===== config.mk =====
export PLATFORM = sky130hd
export DESIGN_NAME = add_round_key_gen
export DESIGN_NICKNAME = d
export VERILOG_FILES = /design/src/rtl/add_round_key_gen_pkg.sv /design/src/rtl/add_round_key_gen_col_ctr.sv /design/src/rtl/add_round_key_gen.sv
export SDC_FILE = /design/constraint.sdc
export NUM_CORES = 1
export LEC_CHECK = 0
export ABC_CLOCK_PERIOD_IN_PS = 1600
export CELL_PAD_IN_SITES_DETAIL_PLACEMENT = 0
export CELL_PAD_IN_SITES_GLOBAL_PLACEMENT = 1
export CORE_MARGIN = 2
export CORE_UTILIZATION = 29
export CTS_CLUSTER_SIZE = 12
export DETAILED_ROUTE_END_ITERATION = 8
export HOLD_SLACK_MARGIN = 0.1
export PLACE_DENSITY = 0.84
export SLEW_MARGIN = 15
export SYNTH_ARGS = -nofsm -noshare
export SYNTH_HDL_FRONTEND = slang
export SYNTH_SLANG_ARGS = --single-unit
export TNS_END_PERCENT = 20

===== constraint.sdc =====
create_clock -name ap_clk -period 1.6 [get_ports ap_clk]
set_input_delay 0.32 -clock ap_clk [delete_from_list [all_inputs] [get_ports ap_clk]]
set_output_delay 0.32 -clock ap_clk [all_outputs]
set_load 0.05 [all_outputs]

===== src/rtl/add_round_key_gen_pkg.sv =====
// Shared types and helpers for the AddRoundKey engine.
package ark_pkg;

    localparam int ARK_NB_DEF = 4;
    localparam int ARK_NR_DEF = 14;

    typedef enum logic [2:0] {
        ST_IDLE,
        ST_RD0,
        ST_RD1,
        ST_WR0,
        ST_WR1,
        ST_DONE
    } ark_state_e;

    // Key words are stored round-major, NB packed columns per round.
    function automatic logic [31:0] ark_key_addr(input logic [5:0]  n,
                                                 input logic [31:0] col,
                                                 input logic [31:0] nb);
        return ({26'd0, n} * nb) + col;
    endfunction

endpackage


===== src/rtl/add_round_key_gen_col_ctr.sv =====
// Column counter for the AddRoundKey engine: clear, increment, last-column flag.
module ark_col_ctr
    import ark_pkg::*;
#(
    parameter int NB = ARK_NB_DEF,
    parameter int CW = $clog2(NB)
) (
    input  logic          ap_clk,
    input  logic          ap_rst_n,
    input  logic          i_clr,
    input  logic          i_inc,
    output logic [CW-1:0] o_col,
    output logic          o_last
);

    localparam logic [CW-1:0] LAST_COL = CW'(NB - 1);

    logic [CW-1:0] r_col;

    always_ff @(posedge ap_clk) begin
        if (!ap_rst_n || i_clr) begin
            r_col <= '0;
        end else if (i_inc) begin
            r_col <= r_col + 1'b1;
        end
    end

    assign o_col  = r_col;
    assign o_last = (r_col == LAST_COL);

endmodule


===== src/rtl/add_round_key_gen.sv =====
// AddRoundKey engine: XORs one packed-column round key into the external state RAM.
// Optional range check on the round index is enabled by defining ARK_RANGE_CHK_EN.
//
// state   | meaning
// IDLE    | waiting for ap_start
// RD0     | read rows 0/1 of col, fetch key word
// RD1     | capture rows 0/1 and key, read rows 2/3
// WR0     | write rows 0/1, capture rows 2/3
// WR1     | write rows 2/3, advance or finish
// DONE    | one-cycle ap_done/ap_ready pulse
module add_round_key_gen
    import ark_pkg::*;
#(
    parameter int NB  = ARK_NB_DEF,
    parameter int NR  = ARK_NR_DEF,
    parameter int DW  = 32,
    parameter int SAW = $clog2(4 * NB),
    parameter int KAW = $clog2((NR + 1) * NB)
) (
    input  logic           ap_clk,
    input  logic           ap_rst_n,
    input  logic           ap_start,
    output logic           ap_done,
    output logic           ap_idle,
    output logic           ap_ready,
    input  logic [5:0]     n,
    output logic           err,
    output logic [SAW-1:0] statemt_address0,
    output logic [SAW-1:0] statemt_address1,
    output logic           statemt_ce0,
    output logic           statemt_ce1,
    output logic           statemt_we0,
    output logic           statemt_we1,
    output logic [DW-1:0]  statemt_d0,
    output logic [DW-1:0]  statemt_d1,
    input  logic [DW-1:0]  statemt_q0,
    input  logic [DW-1:0]  statemt_q1,
    output logic [KAW-1:0] key_address,
    output logic           key_ce,
    input  logic [31:0]    key_q
);

    localparam int CW = $clog2(NB);

    ark_state_e    r_state, w_state_nxt;
    logic [5:0]    r_n;
    logic [DW-1:0] r_q0, r_q1;
    logic [31:0]   r_key;
    logic [CW-1:0] w_col;
    logic          w_last;
    logic          w_accept;
    logic          w_rng_bad;

    assign w_accept = (r_state == ST_IDLE) && ap_start;

`ifdef ARK_RANGE_CHK_EN
    localparam logic [5:0] NR_MAX = 6'(NR);
    logic r_err;

    assign w_rng_bad = (n > NR_MAX);

    always_ff @(posedge ap_clk) begin
        if (!ap_rst_n) begin
            r_err <= 1'b0;
        end else if (w_accept) begin
            r_err <= w_rng_bad;
        end
    end

    assign err = r_err;
`else
    assign w_rng_bad = 1'b0;
    assign err       = 1'b0;
`endif

    ark_col_ctr #(.NB(NB), .CW(CW)) u_col_ctr (
        .ap_clk   (ap_clk),
        .ap_rst_n (ap_rst_n),
        .i_clr    (w_accept),
        .i_inc    ((r_state == ST_WR1) && !w_last),
        .o_col    (w_col),
        .o_last   (w_last)
    );

    always_ff @(posedge ap_clk) begin
        if (!ap_rst_n) begin
            r_state <= ST_IDLE;
        end else begin
            r_state <= w_state_nxt;
        end
    end

    // Rows 0/1 land on q in RD1, rows 2/3 in WR0; the same pair of registers serves both.
    always_ff @(posedge ap_clk) begin
        if (!ap_rst_n) begin
            r_n   <= '0;
            r_q0  <= '0;
            r_q1  <= '0;
            r_key <= '0;
        end else begin
            if (w_accept) begin
                r_n <= n;
            end
            if (r_state == ST_RD1 || r_state == ST_WR0) begin
                r_q0 <= statemt_q0;
                r_q1 <= statemt_q1;
            end
            if (r_state == ST_RD1) begin
                r_key <= key_q;
            end
        end
    end

    always_comb begin
        w_state_nxt = r_state;
        case (r_state)
            ST_IDLE: if (ap_start) w_state_nxt = w_rng_bad ? ST_DONE : ST_RD0;
            ST_RD0:  w_state_nxt = ST_RD1;
            ST_RD1:  w_state_nxt = ST_WR0;
            ST_WR0:  w_state_nxt = ST_WR1;
            ST_WR1:  w_state_nxt = w_last ? ST_DONE : ST_RD0;
            ST_DONE: w_state_nxt = ST_IDLE;
            default: w_state_nxt = ST_IDLE;
        endcase
    end

    // Memory strobes are gated by reset so an in-flight write is dropped in the reset cycle.
    always_comb begin
        statemt_address0 = '0;
        statemt_address1 = '0;
        statemt_ce0      = 1'b0;
        statemt_ce1      = 1'b0;
        statemt_we0      = 1'b0;
        statemt_we1      = 1'b0;
        statemt_d0       = '0;
        statemt_d1       = '0;
        key_address      = '0;
        key_ce           = 1'b0;
        ap_done          = 1'b0;
        if (ap_rst_n) begin
            case (r_state)
                ST_RD0: begin
                    statemt_ce0      = 1'b1;
                    statemt_ce1      = 1'b1;
                    statemt_address0 = SAW'({w_col, 2'd0});
                    statemt_address1 = SAW'({w_col, 2'd1});
                    key_ce           = 1'b1;
                    key_address      = KAW'(ark_key_addr(r_n, 32'(w_col), 32'(NB)));
                end
                ST_RD1: begin
                    statemt_ce0      = 1'b1;
                    statemt_ce1      = 1'b1;
                    statemt_address0 = SAW'({w_col, 2'd2});
                    statemt_address1 = SAW'({w_col, 2'd3});
                end
                ST_WR0: begin
                    statemt_ce0      = 1'b1;
                    statemt_ce1      = 1'b1;
                    statemt_we0      = 1'b1;
                    statemt_we1      = 1'b1;
                    statemt_address0 = SAW'({w_col, 2'd0});
                    statemt_address1 = SAW'({w_col, 2'd1});
                    statemt_d0       = r_q0 ^ DW'(r_key[7:0]);
                    statemt_d1       = r_q1 ^ DW'(r_key[15:8]);
                end
                ST_WR1: begin
                    statemt_ce0      = 1'b1;
                    statemt_ce1      = 1'b1;
                    statemt_we0      = 1'b1;
                    statemt_we1      = 1'b1;
                    statemt_address0 = SAW'({w_col, 2'd2});
                    statemt_address1 = SAW'({w_col, 2'd3});
                    statemt_d0       = r_q0 ^ DW'(r_key[23:16]);
                    statemt_d1       = r_q1 ^ DW'(r_key[31:24]);
                end
                ST_DONE: ap_done = 1'b1;
                default: ;
            endcase
        end
    end

    assign ap_ready = ap_done;
    assign ap_idle  = !ap_rst_n || (r_state == ST_IDLE);

endmodule


==> impl_results.md <==
* Crit-path slowest cell: dfxtp_2
* Routability cong. at 0.753
* Worst setup path start: r_state[1]$_SDFFE_PN0P_
* Post-DP HPWL at between 10000 and 15000 microns
* Area of the multi-input gates at approximately 0.0033 sq mm
* Crit start category: register
* F_max at about 440 MHz
* Most frequent cells in the layout: 192 x nand2_1, 102 x dfxtp_1, 101 x clkdlybuf4s50_1, 93 x buf_12, 84 x a21boi_0
* Chip Width at ~140 microns
* Dpl cell area at between 0.008 and 0.009 sq mm
* Worst skew pair latency at 0.35 ns
* Worst setup EP type: output pin
* Syn avg cell area at a little over 8 sq um
* Critical path, cell by cell: nor3b_4 -> buf_6 -> mux2i_4 -> mux2i_4 -> buf_12
* Hold_buf cts at 0
* Total wire length at around 16000 microns
* Hold WS at 0.302 ns
* Clock Sinks at 105
* Cells after synthesis at 630
* Synth top area cells: dfxtp_1 41%, nand2_1 14%, a21boi_0 12%, mux2i_1 7.1%, and2_1 6.8%
* Die Area at around 0.019 sq mm
* Leading area contributor after synthesis: dfxtp_1
* CP Max Fanout at 5
* CTS H-Tree Depth at 3
* Worst VDD drop at around 0.52 mV
* Share of the synthesized area in the top cell type at 40.6%
* Synth Cell Area at between 0.005 and 0.006 sq mm
* Die Ht at roughly 140 microns
* Critical Path Most Common Cell: mux2i_4
* Wirelength per Cell at about 15 microns
* First-pass GRT wire length at between 20000 and 25000 microns
* Max incr delay on CP at between 0.3 and 0.4 ns
* Netlist cell types at 36
* Setup TNS at -48.95 ns
* Worst EP required at between 1 and 1.5 ns
* Ys flop type: dfxtp_1
* Global route overflow at 0
* Post-synthesis sequential area ratio at around two fifths
* Final hold violation count at 0
* Non-Filler Instances at between 1k and 1.5k
* Layout cells sized above 1 at between 30% and 40%
* Hold path start: ap_rst_n
* DRC at 0
* TritonCTS clock tree: yes
* Pin count of the biggest net entering global routing at 52
* Routed Antenna Nets at 0
* Overall Power at 6.52 mW
* Max cap viols at 0
* Final nets at 920
* Core Util, Final at between 50 and 60%
* Root Buffer: clkbuf_16
* Row count at between 40 and 50
* Clock slew at reported path FFs at about 0.070 ns
* FF-to-FF Start: r_state[1]$_SDFFE_PN0P_
* Crit path DAT at approximately 2 ns
* Post-layout min period at about 2.3 ns
* Hold depth at 2
* DR vias/cell at between 4 and 5
* Setup CP Type: reg2out
* Worst Hold Class: in2reg
* Initial antenna violation count at 2
* Final setup vio count at 85
* N_diodes at 0
* Synth-to-Final Area Change at 78.4%
* Total Routing Usage GR at between 15 and 20%
* DR iter-0 viols at 124
* Initial core utilization at between 20 and 30%
* Total CTS buffers at 9
* Period utilization at 144%
* IO Pins at 192
* Leak pwr at approximately 3.2 nW
* Fillers at between 1.5k and 2k
* Seq. cell area at 0.00211 sq mm
* Dpl ws at -0.359 ns
* Yosys reg bits at about 110
* EDFF count, synth at 0
* Power per cell area at slightly above 700 mW/mm^2
* Worst reg-to-reg path cell count at 6
* Router iterations before antenna repair at 4
* Finished Cell Area at 0.00924 sq mm
* Placed cells at between 1k and 1.5k
* Vias in the first global route at ~4.5k
* Async SR Flop Fraction at 0%
* CORE AREA at around 0.017 sq mm
* Via count at ~4.7k
* Clock buffer depth at 2
* Commonest non-fill, non-tap cell in the layout: nand2_1
* Final setup margin at -0.697 ns
* # port buffers at ~190
* Outcome: complete, but fails checks
* Final Max Slew Viols at 0
* YS warnings at 0
* Failing checks: negative setup slack
* Unrepaired setup endpoints after global routing: true
* Skew final at about 0.0079 ns
## metal layers
layer,global-route usage (%),up-vias,part of all wire (%)
met4,3.61,2,0.82
met3,6.92,11,8.6
met5,0,-,0.084
met1,20.0,2150,43
li1,-,2425,-
met2,26.8,118,48
## kinds of logic (layout without fill, tap and decap cells)
logic type	Yosys count	in the layout	share of synthesized area (%)
xor gates and xnor gates	2	2	0.338
buffers and inverters	78	266	7.78
other	1	2	0.0724
DFF	105	105	40.6
and+or+nand+nor	273	273	24.7
AOI/OAI and AO/OA	133	133	19.1
muxes	37	37	7.15
adders and majority gates	1	1	0.242
## power by group
group          switching, mW  internal, mW
Sequential             0.140          2.80
Combinational          0.680         0.748
Clock                   1.04          1.11
## critical path, delay by kind of cell (launching register included)
| kind | cells | cell delay [ns] |
|---|---|---|
| buffers and inverters | 2 | 0.40 |
| flip-flops | 1 | 0.33 |
| multiplexers | 2 | 0.58 |
| AND/OR/NAND/NOR | 1 | 0.32 |
## path summary, 6_finish.rpt
path | to | slack, ns
setup / recovery | statemt_d0[5] | -0.70
hold / removal | r_state[2]$_SDFFE_PN0P_ | 0.30
setup reg to reg | r_key[27]$_SDFFE_PN0P_ | 0.13
hold reg to reg | r_q0[21]$_SDFFE_PN0P_ | 0.46
## state kept, by name, indices dropped and copies added, names as in the netlist
signal           flops
r_state              3
r_q0                32
r_key               32
u_col_ctr.o_col      2
r_q1                32
r_n                  4
## final cells by class
| class | count | share of cell area [%] |
|---|---|---|
| Multi-Input combinational cell | 448 | 35.4 |
| Clock inverter | 5 | 0.433 |
| Sequential cell | 105 | 22.8 |
| Inverter | 16 | 0.650 |
| Clock buffer | 11 | 2.63 |
| Timing Repair Buffer | 234 | 35.0 |
| Tap cell | 225 | 3.05 |
## cells in the mapped netlist, types with 4 or more instances
cell type and number:
a21boi_0 84, a21boi_1 12, and2_1 56, buf_2 23, buf_4 13, buf_6 4, clkbuf_1 19, dfxtp_1 105
inv_1 16, mux2i_1 37, nand2_1 193, nand2b_1 4, nor2b_1 6, o211ai_1 32
## what timing repair did
| action | 4_1_cts | 5_1_grt |
|---|---|---|
| resized for setup | 22 | 44 |
| buffers inserted | 4 | 1 |
| cloned | 2 | 3 |
| pin swaps | 6 | 25 |
| setup endpoints to repair | 85 | 89 |
Power figures use the tool's default switching activity.
